==> src/rtl/agc_mode_controller.sv <==
// AGC loop sequencer: measures the I/Q output amplitude against the reference level and selects
// acquisition or tracking coefficients, with lock/unlock detection, hold and acquisition timeout.
module agc_mode_controller #(
    parameter int                     W_IN_MODULE = 26,
    parameter int                     FILTERWIDTH = 13,
    parameter int                     RWIDTH      = 8,
    parameter int                     CNTWIDTH    = 16,
    parameter int                     TOL_SHIFT   = 3,
    parameter int                     LOCK_CNT    = 64,
    parameter int                     UNLOCK_CNT  = 16,
    parameter int                     ACQ_TIMEOUT = 4096,
    parameter logic [FILTERWIDTH-1:0] ACQ_FILT    = 13'h0800,
    parameter logic [FILTERWIDTH-1:0] ACQ_ERR     = 13'h0400,
    parameter logic [FILTERWIDTH-1:0] TRK_FILT    = 13'h0100,
    parameter logic [FILTERWIDTH-1:0] TRK_ERR     = 13'h0040,
    parameter logic [RWIDTH-1:0]      R_DEFAULT   = 8'h40
) (
    input  logic                          clk,
    input  logic                          rst_n,
    input  logic                          cfg_wr,
    input  logic [2:0]                    cfg_addr,
    input  logic [15:0]                   cfg_data,
    input  logic                          hold,
    input  logic                          Valid_In,
    input  logic signed [W_IN_MODULE-1:0] InputI,
    input  logic signed [W_IN_MODULE-1:0] InputQ,
    output logic [FILTERWIDTH-1:0]        Filter_Coefficient,
    output logic [FILTERWIDTH-1:0]        Error_Coefficient,
    output logic [RWIDTH-1:0]             R_level,
    output logic [1:0]                    state,
    output logic                          locked,
    output logic                          acq_timeout
);

    localparam int W  = W_IN_MODULE;
    localparam int WA = W - 1;
    localparam int WT = W + 2;
    localparam logic [CNTWIDTH-1:0] CNT_ONE     = CNTWIDTH'(1);
    localparam logic [CNTWIDTH-1:0] LOCK_LAST   = CNTWIDTH'(LOCK_CNT - 1);
    localparam logic [CNTWIDTH-1:0] UNLOCK_LAST = CNTWIDTH'(UNLOCK_CNT - 1);
    localparam logic [CNTWIDTH-1:0] ACQ_LAST    = CNTWIDTH'(ACQ_TIMEOUT - 1);
    localparam logic [CNTWIDTH-1:0] ACQ_SAT     = CNTWIDTH'(ACQ_TIMEOUT);

    typedef enum logic [1:0] {
        ST_IDLE    = 2'd0,
        ST_ACQUIRE = 2'd1,
        ST_TRACK   = 2'd2,
        ST_HOLD    = 2'd3
    } state_t;

    state_t                  state_q, state_d;
    logic                    held_trk_q, held_trk_d;
    logic [CNTWIDTH-1:0]     lock_cnt_q, lock_cnt_d;
    logic [CNTWIDTH-1:0]     unlock_cnt_q, unlock_cnt_d;
    logic [CNTWIDTH-1:0]     acq_cnt_q, acq_cnt_d;
    logic                    acq_timeout_q, acq_timeout_d;
    logic                    enable_q, enable_d;
    logic [FILTERWIDTH-1:0]  acq_filt_q, acq_filt_d, acq_err_q, acq_err_d;
    logic [FILTERWIDTH-1:0]  trk_filt_q, trk_filt_d, trk_err_q, trk_err_d;
    logic [RWIDTH-1:0]       r_cfg_q, r_cfg_d;
    logic [FILTERWIDTH-1:0]  filt_q, filt_d, err_q, err_d;
    logic [RWIDTH-1:0]       r_out_q, r_out_d;
    logic                    s0_valid_q, s0_valid_d, s1_valid_q, s1_valid_d, s2_valid_q, s2_valid_d;
    logic [W-1:0]            s0_i_q, s0_i_d, s0_q_q, s0_q_d;
    logic [WA-1:0]           s1_abs_i_q, s1_abs_i_d, s1_abs_q_q, s1_abs_q_d;
    logic                    s2_in_win_q, s2_in_win_d;
    logic [WA-1:0]           mag_max, mag_min;
    logic [WT-1:0]           mag, target, diff, tol;
    logic                    win_now;
    logic                    clear_cnt, timeout_set, clear_timeout;
    logic                    unused_cfg;

    assign unused_cfg = ^cfg_data[15:FILTERWIDTH];

    // The most negative input has no positive twin in W bits, so it saturates to the largest magnitude.
    function automatic logic [WA-1:0] abs_sat(input logic [W-1:0] x);
        logic [W-1:0] neg;
        neg = -x;
        if (!x[W-1])        abs_sat = x[WA-1:0];
        else if (neg[W-1])  abs_sat = '1;
        else                abs_sat = neg[WA-1:0];
    endfunction

    always_comb begin
        enable_d   = enable_q;
        acq_filt_d = acq_filt_q;
        acq_err_d  = acq_err_q;
        trk_filt_d = trk_filt_q;
        trk_err_d  = trk_err_q;
        r_cfg_d    = r_cfg_q;
        if (cfg_wr) begin
            case (cfg_addr)
                3'd0:    acq_filt_d = cfg_data[FILTERWIDTH-1:0];
                3'd1:    acq_err_d  = cfg_data[FILTERWIDTH-1:0];
                3'd2:    trk_filt_d = cfg_data[FILTERWIDTH-1:0];
                3'd3:    trk_err_d  = cfg_data[FILTERWIDTH-1:0];
                3'd4:    r_cfg_d    = cfg_data[RWIDTH-1:0];
                3'd5:    enable_d   = cfg_data[0];
                default: ;
            endcase
        end
        clear_timeout = cfg_wr && (cfg_addr == 3'd5) && cfg_data[1];
    end

    // Valid_In qualifies InputI/InputQ in the same cycle; there is no back-pressure. The valid bits
    // shift every cycle while the data registers only load on a qualified sample.
    always_comb begin
        s0_valid_d  = Valid_In;
        s0_i_d      = Valid_In ? InputI : s0_i_q;
        s0_q_d      = Valid_In ? InputQ : s0_q_q;
        s1_valid_d  = s0_valid_q;
        s1_abs_i_d  = s0_valid_q ? abs_sat(s0_i_q) : s1_abs_i_q;
        s1_abs_q_d  = s0_valid_q ? abs_sat(s0_q_q) : s1_abs_q_q;

        if (s1_abs_i_q >= s1_abs_q_q) begin
            mag_max = s1_abs_i_q;
            mag_min = s1_abs_q_q;
        end else begin
            mag_max = s1_abs_q_q;
            mag_min = s1_abs_i_q;
        end
        mag     = WT'(mag_max) + WT'(mag_min >> 1);
        target  = WT'({r_out_q, 12'b0});
        diff    = (mag >= target) ? (mag - target) : (target - mag);
        tol     = target >> TOL_SHIFT;
        win_now = (diff <= tol);

        s2_valid_d  = s1_valid_q;
        s2_in_win_d = s1_valid_q ? win_now : s2_in_win_q;
    end

    always_comb begin
        state_d      = state_q;
        held_trk_d   = held_trk_q;
        lock_cnt_d   = lock_cnt_q;
        unlock_cnt_d = unlock_cnt_q;
        acq_cnt_d    = acq_cnt_q;
        clear_cnt    = 1'b0;
        timeout_set  = 1'b0;
        if (!enable_q) begin
            state_d   = ST_IDLE;
            clear_cnt = 1'b1;
        end else begin
            case (state_q)
                ST_IDLE: begin
                    state_d   = ST_ACQUIRE;
                    clear_cnt = 1'b1;
                end
                ST_ACQUIRE: begin
                    if (hold) begin
                        state_d    = ST_HOLD;
                        held_trk_d = 1'b0;
                        clear_cnt  = 1'b1;
                    end else if (s2_valid_q) begin
                        if (acq_cnt_q != ACQ_SAT) begin
                            acq_cnt_d   = acq_cnt_q + CNT_ONE;
                            timeout_set = (acq_cnt_q == ACQ_LAST);
                        end
                        if (!s2_in_win_q) begin
                            lock_cnt_d = '0;
                        end else if (lock_cnt_q == LOCK_LAST) begin
                            state_d   = ST_TRACK;
                            clear_cnt = 1'b1;
                        end else begin
                            lock_cnt_d = lock_cnt_q + CNT_ONE;
                        end
                    end
                end
                ST_TRACK: begin
                    if (hold) begin
                        state_d    = ST_HOLD;
                        held_trk_d = 1'b1;
                        clear_cnt  = 1'b1;
                    end else if (s2_valid_q) begin
                        if (s2_in_win_q) begin
                            unlock_cnt_d = '0;
                        end else if (unlock_cnt_q == UNLOCK_LAST) begin
                            state_d   = ST_ACQUIRE;
                            clear_cnt = 1'b1;
                        end else begin
                            unlock_cnt_d = unlock_cnt_q + CNT_ONE;
                        end
                    end
                end
                default: begin
                    clear_cnt = 1'b1;
                    if (!hold) begin
                        if (held_trk_q) state_d = ST_TRACK;
                        else            state_d = ST_ACQUIRE;
                    end
                end
            endcase
        end
        if (clear_cnt) begin
            lock_cnt_d   = '0;
            unlock_cnt_d = '0;
            acq_cnt_d    = '0;
        end
        acq_timeout_d = acq_timeout_q;
        if (timeout_set)        acq_timeout_d = 1'b1;
        else if (clear_timeout) acq_timeout_d = 1'b0;
    end

    always_comb begin
        filt_d  = filt_q;
        err_d   = '0;
        r_out_d = r_cfg_q;
        case (state_q)
            ST_IDLE:    filt_d = acq_filt_q;
            ST_ACQUIRE: begin
                filt_d = acq_filt_q;
                err_d  = acq_err_q;
            end
            ST_TRACK:   begin
                filt_d = trk_filt_q;
                err_d  = trk_err_q;
            end
            default:    ;
        endcase
    end

    always_ff @(posedge clk or negedge rst_n) begin
        if (!rst_n) begin
            state_q       <= ST_IDLE;
            held_trk_q    <= 1'b0;
            lock_cnt_q    <= '0;
            unlock_cnt_q  <= '0;
            acq_cnt_q     <= '0;
            acq_timeout_q <= 1'b0;
            enable_q      <= 1'b0;
            acq_filt_q    <= ACQ_FILT;
            acq_err_q     <= ACQ_ERR;
            trk_filt_q    <= TRK_FILT;
            trk_err_q     <= TRK_ERR;
            r_cfg_q       <= R_DEFAULT;
            filt_q        <= ACQ_FILT;
            err_q         <= '0;
            r_out_q       <= R_DEFAULT;
            s0_valid_q    <= 1'b0;
            s1_valid_q    <= 1'b0;
            s2_valid_q    <= 1'b0;
            s0_i_q        <= '0;
            s0_q_q        <= '0;
            s1_abs_i_q    <= '0;
            s1_abs_q_q    <= '0;
            s2_in_win_q   <= 1'b0;
        end else begin
            state_q       <= state_d;
            held_trk_q    <= held_trk_d;
            lock_cnt_q    <= lock_cnt_d;
            unlock_cnt_q  <= unlock_cnt_d;
            acq_cnt_q     <= acq_cnt_d;
            acq_timeout_q <= acq_timeout_d;
            enable_q      <= enable_d;
            acq_filt_q    <= acq_filt_d;
            acq_err_q     <= acq_err_d;
            trk_filt_q    <= trk_filt_d;
            trk_err_q     <= trk_err_d;
            r_cfg_q       <= r_cfg_d;
            filt_q        <= filt_d;
            err_q         <= err_d;
            r_out_q       <= r_out_d;
            s0_valid_q    <= s0_valid_d;
            s1_valid_q    <= s1_valid_d;
            s2_valid_q    <= s2_valid_d;
            s0_i_q        <= s0_i_d;
            s0_q_q        <= s0_q_d;
            s1_abs_i_q    <= s1_abs_i_d;
            s1_abs_q_q    <= s1_abs_q_d;
            s2_in_win_q   <= s2_in_win_d;
        end
    end

    assign state              = state_q;
    assign locked             = (state_q == ST_TRACK);
    assign acq_timeout        = acq_timeout_q;
    assign Filter_Coefficient = filt_q;
    assign Error_Coefficient  = err_q;
    assign R_level            = r_out_q;

endmodule
==> config.mk <==
export PLATFORM = sky130hd
export DESIGN_NAME = agc_mode_controller
export DESIGN_NICKNAME = d
export VERILOG_FILES = /design/src/rtl/agc_mode_controller.sv
export SDC_FILE = /design/constraint.sdc
export NUM_CORES = 1
export LEC_CHECK = 0
export CORE_AREA = 2 2 211 213
export CTS_CLUSTER_SIZE = 10
export DETAILED_ROUTE_END_ITERATION = 16
export DIE_AREA = 0 0 213 215
export PLACE_DENSITY = 0.54
export SETUP_SLACK_MARGIN = 0.3
export SYNTH_ARGS = -nofsm -noshare
export SYNTH_HDL_FRONTEND = slang
export SYNTH_SLANG_ARGS = --single-unit
==> constraint.sdc <==
create_clock -name clk -period 9.4 [get_ports clk]
set_clock_uncertainty 0.15 [all_clocks]
set_input_delay 1.88 -clock clk [delete_from_list [all_inputs] [get_ports clk]]
set_output_delay 1.88 -clock clk [all_outputs]
set_load 0.02 [all_outputs]
Yosys cells after proc, flatten, opt, wreduce, memory -nomap -nowiden

Cells that the tools add are included.

Order comparisons: 3
Shift-type cells: 0
$add $sub $neg: 8
Multiply operators: 0
Divide/modulo/power cells: 0
Multiplexer cells: 61
Bitwise gates (word level): 0
Equal/unequal tests: 23
Reduce and logical (&&, ||, !) cells: 24

Operators by type and width:

| kind                                                                       | number |
|---|---|
| 16-bit 2-to-1 mux                                                          | 20 |
| 25-bit 2-to-1 mux                                                          | 6 |
| 26-bit negation                                                            | 2 |
| 13-bit case mux with 2 select lines                                        | 2 |
| 16-bit by 1-bit adder with 16-bit output (second input constant)           | 3 |
| 28-bit by 17-bit <= comparator with 1-bit output                           | 1 |
| 28-bit 2-to-1 mux                                                          | 1 |
| 20-bit by 26-bit subtractor with 27-bit output                             | 1 |
| 26-bit by 20-bit subtractor with 27-bit output                             | 1 |
| 25-bit by 24-bit adder with 26-bit output                                  | 1 |
| 26-bit by 20-bit greater-or-equal comparator with 1-bit output             | 1 |
| 25-bit greater-or-equal comparator                                         | 1 |
| 2-bit 2-to-1 mux                                                           | 11 |
| 1-bit 2-to-1 mux                                                           | 18 |
| 16-bit by 12-bit equality test with 1-bit output (second input constant)   | 1 |
| 16-bit by 4-bit equality test with 1-bit output (second input constant)    | 1 |
| 16-bit by 6-bit equality test with 1-bit output (second input constant)    | 1 |
| 16-bit by 13-bit inequality test with 1-bit output (second input constant) | 1 |
| 4-bit inequality test (second input constant)                              | 4 |
| 2-bit nonzero test                                                         | 8 |
| 5-bit AND reduction                                                        | 3 |
| 2-bit AND reduction                                                        | 6 |
| 4-bit by 3-bit inequality test with 1-bit output (second input constant)   | 2 |
| 7-bit AND reduction                                                        | 1 |
| other kinds (16)                                                           | 22 |

Latch bits: 0
Memories kept: 0
Register bits: 253
Output and inout port bits: 38
Bits in writable memories: 0
Input bits: 76
Bits in read-only memories: 0
Word-level logic and storage cells: 142

Longest topological paths before layout

Gate-level depths: netlist of the first run.

Word-level depth: 9
Gate-level depth with buffers: 43
Depth with buffers taken out: 40

Least setup slack after synthesis of the first run

Ideal clock, no wire load.

Path kind: flip-flop to flip-flop
Start point: register s1_abs_i_q[22]
End point: register s2_in_win_q
Clock period less this slack: 8.296 ns
Required time: 9.146 ns
Stages on the path, launching flop included: 40
Path buffers: 4
Data arrival time: 8.043 ns
Setup slack: 1.104 ns
Cells stage by stage: dfrtp_1 ha_1 a211oi_1 nor2_1 a211oi_1 o21ai_0 nor3_1 clkbuf_1 clkbuf_1 o21ai_0 ha_1 fa_1 a211oi_2 o31ai_2 o2111a_1 o21ai_0 xnor2_1 ha_1 (+4 left out) o21bai_1 or4_1 buf_2 nor2_2 nand2_1 xnor2_1 ha_1 nor2b_1 o21ai_0 nand2b_1 a21oi_1 o21ai_0 a31o_2 a21oi_1 o2111ai_1 a21oi_1 nand4_1 o41ai_2

Cells in the longest elaborated chain, start to end: 6

RTL lines:

| item                                                                   | RTL line | RTL |
|---|---|---|
| from (decl)                                                            | 65       | `logic [WA-1:0] s1_abs_i_q, s1_abs_i_d, s1_abs_q_q, s1_abs_q_d;` |
| from (signal assigned)                                                 | 268      | `s1_abs_i_q <= s1_abs_i_d;` |
| 25-bit greater-or-equal comparator                                     | 115      | `if (s1_abs_i_q >= s1_abs_q_q) begin` |
| 25-bit 2-to-1 mux                                                      | 115      |  |
| 25-bit by 24-bit adder with 26-bit output *                            | 122      | `mag = WT'(mag_max) + WT'(mag_min >> 1);` |
| 20-bit by 26-bit subtractor with 27-bit output (tied with other cells) | 124      | `diff = (mag >= target) ? (mag - target) : (target - mag);` |
| 28-bit 2-to-1 mux *                                                    | 124      |  |
| 28-bit by 17-bit <= comparator with 1-bit output *                     | 126      | `win_now = (diff <= tol);` |
| to (signal assigned)                                                   | 270      | `s2_in_win_q <= s2_in_win_d;` |
| to (decl)                                                              | 66       | `logic s2_in_win_q, s2_in_win_d;` |

Mark *: on every way between the ends. The rest lies on a longest branch, timed or not.
A chain may end at the register's enable or synchronous reset.

Final worst setup path of the first run

Ends and elaborated chain as after synthesis.

==> results.md, run 1 <==
- Max-slew violations: 0
- Finished Layout Cells: 2,250
- Top cell family by delay on the critical path: compound AO/OA/AOI/OAI gates
- Clock network fraction of design power: 0.184
- Vias: 11,500
- Syn avg cell area: 9.73 sq um
- Most frequent cells in the layout: 245 x dfrtp_1, 153 x o21ai_0, 135 x mux2_2, 132 x nor2_1, 122 x nand2_1
- WS Path Type: reg -> reg
- Final net count: 1,797
- Port bufs: 110
- Antenna cell count: 0
- WP buf/inv: 3
- Min cycle time layout: 8.52 ns
- CTS tree: done
- Num CTS Buffers: 31
- Most common cell after layout, fill and taps aside: dfrtp_1
- Post-DP HPWL: 26,500 um
- DIE AREA: 45,800 sq um
- Placed cell count: 2,189
- Initial antenna violation count: 0
- Data required, critical path: 9.72 ns
- Finished layout cell area: 17,800 sq um
- Post-synth EDFFs: 0
- Max_slew headroom: 0.294
- Fin. Hold Viols: 0
- Seq/Total Area, Yosys: 0.421
- Cell internal pwr: 3480 uW
- Gate power share: 0.587
- Synth top area cells: dfrtp_1 41%, mux2_2 10%, ha_1 7.0%
- Die W: 213 um
- Avg WL per Cell: 16.3 um
- DRC: 0
- Core Area: 43,600 sq um
- P_leak: 0.00731 uW
- All-Layer GR Usage: 0.163
- Initial cell density of the core: 0.345
- Hold-fix buffer count after cts: 0
- Crit path max fanout: 13
- CTS clk-pin slew, worst paths: 0.06 ns
- Post-Syn Area: 15,000 sq um
- Global-route wire length before repair: 61,400 um
- Net Sw Frac: 0.437
- Fraction of the cycle the final worst path needs: 0.906
- Hold Crit Class: reg -> reg
- Num rows: 77
- Routed wire length: 36,700 um
- Final antenna-violating net count: 0
- Post-synthesis cell count: 1,546
- CTS root buffer: clkbuf_16
- Area growth syn-to-layout: 18.2%
- Clock Sinks: 253
- Clock buffer depth: 3
- Grt ovf: 0
- Fmax: 117 MHz
- Crit-path slowest cell: or4_4
- DRT iter0 DRCs: 551
- Pwr/cell area: 347 nW/um^2
- Vias per Instance: 5.11
- Crit. End Element: flip-flop
- Endpoints failing setup: 0
- Setup crit start kind: flip-flop
- Syn_nets: 1,708
- Crit-path max cell delay: 0.61 ns
- Outcome: complete, no violations
- Syn. warnings: 0
- Worst-margin pin slew: 1.06 ns
- Critical Path AT: 8.84 ns
- Register bit total from synthesis: 253
- Pre-antenna DRT Iters: 5
- I/O pin total: 114
- NetSw: 2700 uW
- # H-tree levels: 1
- Die Ht: 215 um
- Area share of the largest cell type after synthesis: 0.409
- Synth unique cells: 79
- Worst-skew pair later-pin latency: 0.59 ns
- Synth Flop Type: dfrtp_1
- FILL cells: 4,257
- Vias in the first global route: 11,800
- Largest net degree at the start of global routing: 122
- Setup tns final: 0 ns
- RSZ-0062 raised after global routing: no
- Most used cell along the critical path: ha_1
- Share of cells above drive strength 1: 0.141
- Fin util: 0.408
- Max-Cap Viols: 0
- VDD IR-drop max: 0.000226 V
- Leading area contributor after synthesis: dfrtp_1
- RD Place Congestion: 0.859
- Post-DP Area: 16,700 sq um
- Sequential share of power: 0.229
- Ys async rst share: 1.00
==> flip-flops by register name, indices dropped and copies added, names as in the netlist, 16 cells and up <==
register      flops
acq_cnt_q        16
lock_cnt_q       16
s0_i_q           26
s0_q_q           26
s1_abs_i_q       25
s1_abs_q_q       25
unlock_cnt_q     16
==> logic make-up after synthesis <==
group | count (synthesis) | share of synthesized area
buffers and inverters | 137 | 0.0353
AND/OR/NAND/NOR | 443 | 0.143
AO/OA/AOI/OAI | 361 | 0.149
XOR/XNOR | 111 | 0.0646
adder cells (fa/ha/maj) | 86 | 0.0725
multiplexers | 155 | 0.114
flip-flops | 253 | 0.421
==> metrics by stage <==
stage               hold WS, ns  worst slack (ns)  total power (uW)
detailed placement        0.208             0.398              4890
finish                    0.216             0.881              6170
floorplan                 0.200              1.10              4010
global placement          0.206             0.418              4850
global route              0.229             0.309              6680
CTS                       0.219             0.374              6070
==> routing by layer <==
layer / track usage / part of all wire / vias up
li1: - / - / 5668
met1: 0.234 / 0.49 / 5621
met2: 0.259 / 0.46 / 168
met3: 0.0224 / 0.036 / 45
met4: 0.0389 / 0.018 / 0
met5: 0 / 0 / -
==> power by group through the flow <==
stage / logic, uW / clock network, uW / registers [uW]
2_1_floorplan: 2560 / 0 / 1450
3_3_place_gp: 3430 / 0 / 1430
3_5_place_dp: 3460 / 0 / 1430
4_1_cts: 3480 / 1180 / 1410
5_1_grt: 4020 / 1220 / 1440
6_report: 3620 / 1140 / 1410
==> worst reg2reg max path: cells and delay by family, from the launching register on <==
| family | cells | cell delay (ns) |
|---|---|---|
| and+or+nand+nor | 9 | 1.72 |
| muxes | 1 | 0.37 |
| xor gates and xnor gates | 2 | 0.38 |
| AOI/OAI and AO/OA | 20 | 3.72 |
| adders and majority gates | 4 | 1.21 |
| DFF | 1 | 0.42 |
| buffers and inverters | 3 | 0.44 |
==> cell usage after synthesis, drive strengths merged, types with 4 or more instances <==
master	n
nor4	14
dfrtp	246
ha	84
buf	12
and3	15
o21a	7
nor2b	24
mux2	135
or2	5
o211ai	4
o21ai	155
clkbuf	60
dfstp	7
o41ai	9
a21boi	4
or4	9
xnor2	73
o21bai	7
and2	5
mux2i	20
xor2	38
inv	65
nor3b	4
o2111ai	7
a21o	16
nor2	133
nand4	18
a211oi	9
nor3	25
or3	15
a22oi	14
a31oi	9
nand3	27
o31ai	18
nand2	122
nand2b	15
a21oi	71
==> final cells by class <==
type                    count  area (sq um)  share of cell area
repair buffers            128          1250              0.0703
multi-input cells        1156          8260               0.464
well taps                 592           741              0.0416
flip-flops and latches    253          6340               0.356
inverters                  65           244              0.0137
clock inverters             5          65.1             0.00366
clock buffers              51           891              0.0501
==> timing repair <==
item / in CTS / in global routing
setup endpoints to repair: 0 / 1
hold endpoints to repair: 0 / 0
buffers inserted: 0 / 3
gates resized for setup: 0 / 18
==> final timing paths <==
| path | from | end | slack, ns | depth (start not counted) |
|---|---|---|---|---|
| worst max register to register | s1_abs_i_q[22]$_DFFE_PN0P_ | s2_in_win_q$_DFFE_PN0P_ | 0.88 | 39 |
| max in group asynchronous | rst_n | trk_filt_q[12]$_DFFE_PN0P_ | 6.25 | 2 |
| worst min register to register | r_cfg_q[6]$_DFFE_PN1P_ | R_level[6]$_DFF_PN1_ | 0.22 | 0 |
| min in group asynchronous | rst_n | s0_q_q[6]$_DFFE_PN0P_ | 1.24 | 1 |
| worst max-delay path | s1_abs_i_q[22]$_DFFE_PN0P_ | s2_in_win_q$_DFFE_PN0P_ | 0.88 | 39 |
| worst min-delay path | r_cfg_q[6]$_DFFE_PN1P_ | R_level[6]$_DFF_PN1_ | 0.22 | 0 |
(Power assumes the default switching activity.)
==> inputs of run 2 (changes only) <==
--- a/config.mk
+++ b/config.mk
@@ -10,6 +10,7 @@
 export DETAILED_ROUTE_END_ITERATION = 16
 export DIE_AREA = 0 0 213 215
 export PLACE_DENSITY = 0.54
+export REMOVE_ABC_BUFFERS = 1
 export SETUP_SLACK_MARGIN = 0.3
 export SYNTH_ARGS = -nofsm -noshare
 export SYNTH_HDL_FRONTEND = slang
==> results.md, run 2 (synthesis results as in run 1) <==
- Worst-margin pin slew: 1.09 ns (+0.0324 ns)
- Pwr/cell area: 342 nW/um^2 (-1.3%)
- Max_slew headroom: 0.273 (-0.0216)
- Final net count: 1,801 (+0.22%)
- Area growth syn-to-layout: 18.4%
- Num rows: 77 (unchanged)
- # H-tree levels: 1 (unchanged)
- All-Layer GR Usage: 0.160 (-0.00253)
- Min cycle time layout: 8.42 ns (-0.0958 ns)
- Avg WL per Cell: 16.0 um (-2.1%)
- Data required, critical path: 9.72 ns (about the same)
- Share of cells above drive strength 1: 0.145 (+0.00465)
- Crit-path slowest cell: or4_4
- Clock Sinks: 253 (unchanged)
- Top flop regs: s0_i_q: 26 flops, s0_q_q: 26 flops
- Crit-path max cell delay: 0.56 ns (-0.05 ns)
- Num CTS Buffers: 31 (unchanged)
- WS Path Type: reg -> reg
- Clock buffer depth: 3 (unchanged)
- Grt ovf: 0 (unchanged)
- DRT iter0 DRCs: 676 (+23%)
- Die Ht: 215 um (unchanged)
- Core Area: 43,600 sq um (unchanged)
- Most common cell after layout, fill and taps aside: dfrtp_1
- RD Place Congestion: 0.855 (-0.40%)
- Crit path max fanout: 10 (-3)
- Initial cell density of the core: 0.345 (unchanged)
- Post-DP HPWL: 25,400 um (-4.4%)
- Top cell family by delay on the critical path: compound AO/OA/AOI/OAI gates
- Critical Path AT: 8.74 ns (-0.10 ns)
- Max-slew violations: 0 (unchanged)
- Final antenna-violating net count: 0 (unchanged)
- Finished layout cell area: 17,800 sq um (+0.12%)
- CTS tree: done
- Fraction of the cycle the final worst path needs: 0.896 (-0.0102)
- Fmax: 119 MHz (+1.1%)
- Footprint of the multi-input gates: 8290 sq um (+0.42%)
- CTS clk-pin slew, worst paths: 0.06 ns (about the same)
- Vias per Instance: 5.07 (-0.79%)
- Worst Hold Path Cells: 0 (unchanged)
- Vias in the first global route: 11,400 (-3.3%)
- WP buf/inv: 3 (unchanged)
- CTS root buffer: clkbuf_16
- Die W: 213 um (unchanged)
- I/O pin total: 114 (unchanged)
- Crit. End Element: flip-flop
- Initial antenna violation count: 0 (unchanged)
- VDD IR-drop max: 0.000212 V (-6.4%)
- Port bufs: 110 (unchanged)
- Post-DP Area: 16,700 sq um (about the same)
- FILL cells: 4,234 (-0.54%)
- DRC: 0 (unchanged)
- FF+latch area: 6340 sq um (unchanged)
- Fin. Hold Viols: 0 (unchanged)
- Antenna cell count: 0 (unchanged)
- Fin util: 0.408 (+0.000487)
- Largest net degree at the start of global routing: 175 (+43%)
- Critical path depth: 38 (-2.6%)
- Hold Crit Class: reg -> reg
- Vias: 11,400 (-0.70%)
- Routed wire length: 36,000 um (-2.0%)
- Max-Cap Viols: 0 (unchanged)
- Worst-skew pair later-pin latency: 0.59 ns (about the same)
- Setup crit start kind: flip-flop
- Endpoints failing setup: 0 (unchanged)
- Most frequent cells in the layout: 245 x dfrtp_1, 152 x o21ai_0, 135 x mux2_2, 131 x nor2_1, 122 x nand2_1
- Overall power: 6100 uW (-1.2%)
- Global-route wire length before repair: 60,300 um (-1.7%)
- DIE AREA: 45,800 sq um (unchanged)
- Pre-antenna DRT Iters: 5 (unchanged)
- Outcome: complete, no violations
- P_leak: 0.00730 uW (-0.17%)
- RSZ-0062 raised after global routing: no
- R2R depth: 38 (-2.6%)
==> run 2: path summary, 6_finish.rpt <==
check | startpoint | endpoint | slack, ns
setup / recovery | s1_abs_i_q[4]$_DFFE_PN0P_ | s2_in_win_q$_DFFE_PN0P_ | 0.98
hold / removal | r_cfg_q[6]$_DFFE_PN1P_ | R_level[6]$_DFF_PN1_ | 0.22
setup reg to reg | s1_abs_i_q[4]$_DFFE_PN0P_ | s2_in_win_q$_DFFE_PN0P_ | 0.98
hold reg to reg | r_cfg_q[6]$_DFFE_PN1P_ | R_level[6]$_DFF_PN1_ | 0.22
max in group asynchronous | rst_n | acq_cnt_q[2]$_DFFE_PN0P_ | 6.51
min in group asynchronous | rst_n | s0_i_q[20]$_DFFE_PN0P_ | 1.14
==> run 2: worst reg2reg max path: cells and delay by family, from the launching register on <==
family | cells | cell delay [ns]
muxes | 1 | 0.33
buffers and inverters | 3 | 0.42
adders and majority gates | 4 | 1.48
DFF | 1 | 0.42
AOI/OAI and AO/OA | 18 | 3.31
xor gates and xnor gates | 2 | 0.42
and+or+nand+nor | 10 | 1.77
==> run 2: layout make-up <==
cell class,count,share of cell area
clock buffers,48,0.0483
clock inverters,6,0.00274
inverters,65,0.0137
multi-input cells,1156,0.466
flip-flops and latches,253,0.356
well taps,592,0.0416
repair buffers,132,0.0721
==> run 2: what timing repair did <==
action,in CTS,in global routing
buffers inserted,0,8
resized for setup,0,25
hold buffers,0,0
setup endpoints to repair,0,1
==> run 2: layer usage <==
metal  vias up  global-route usage  part of all wire
met1      5555               0.233              0.50
met2       147               0.249              0.44
li1       5676                   -                 -
met3        43              0.0279             0.039
met5         -                   0                 0
met4         0              0.0345             0.019
==> run 2: where the power goes <==
part           switching [uW]  internal [uW]  leakage (uW)
clock                     463            625      0.000444
combinational            2070           1530       0.00374
sequential                141           1270       0.00312
==> run 2: per-stage QoR <==
step	TNS (ns)	cells	worst slack [ns]	hold WS [ns]
final	0	2252	0.976	0.219
after global routing	0	2252	0.353	0.222
after CTS	0	2242	0.300	0.219
after detailed placement	0	2188	0.324	0.209
after global placement	0	2188	0.473	0.205
after floorplan	-2.54	1474	-2.54	0.200
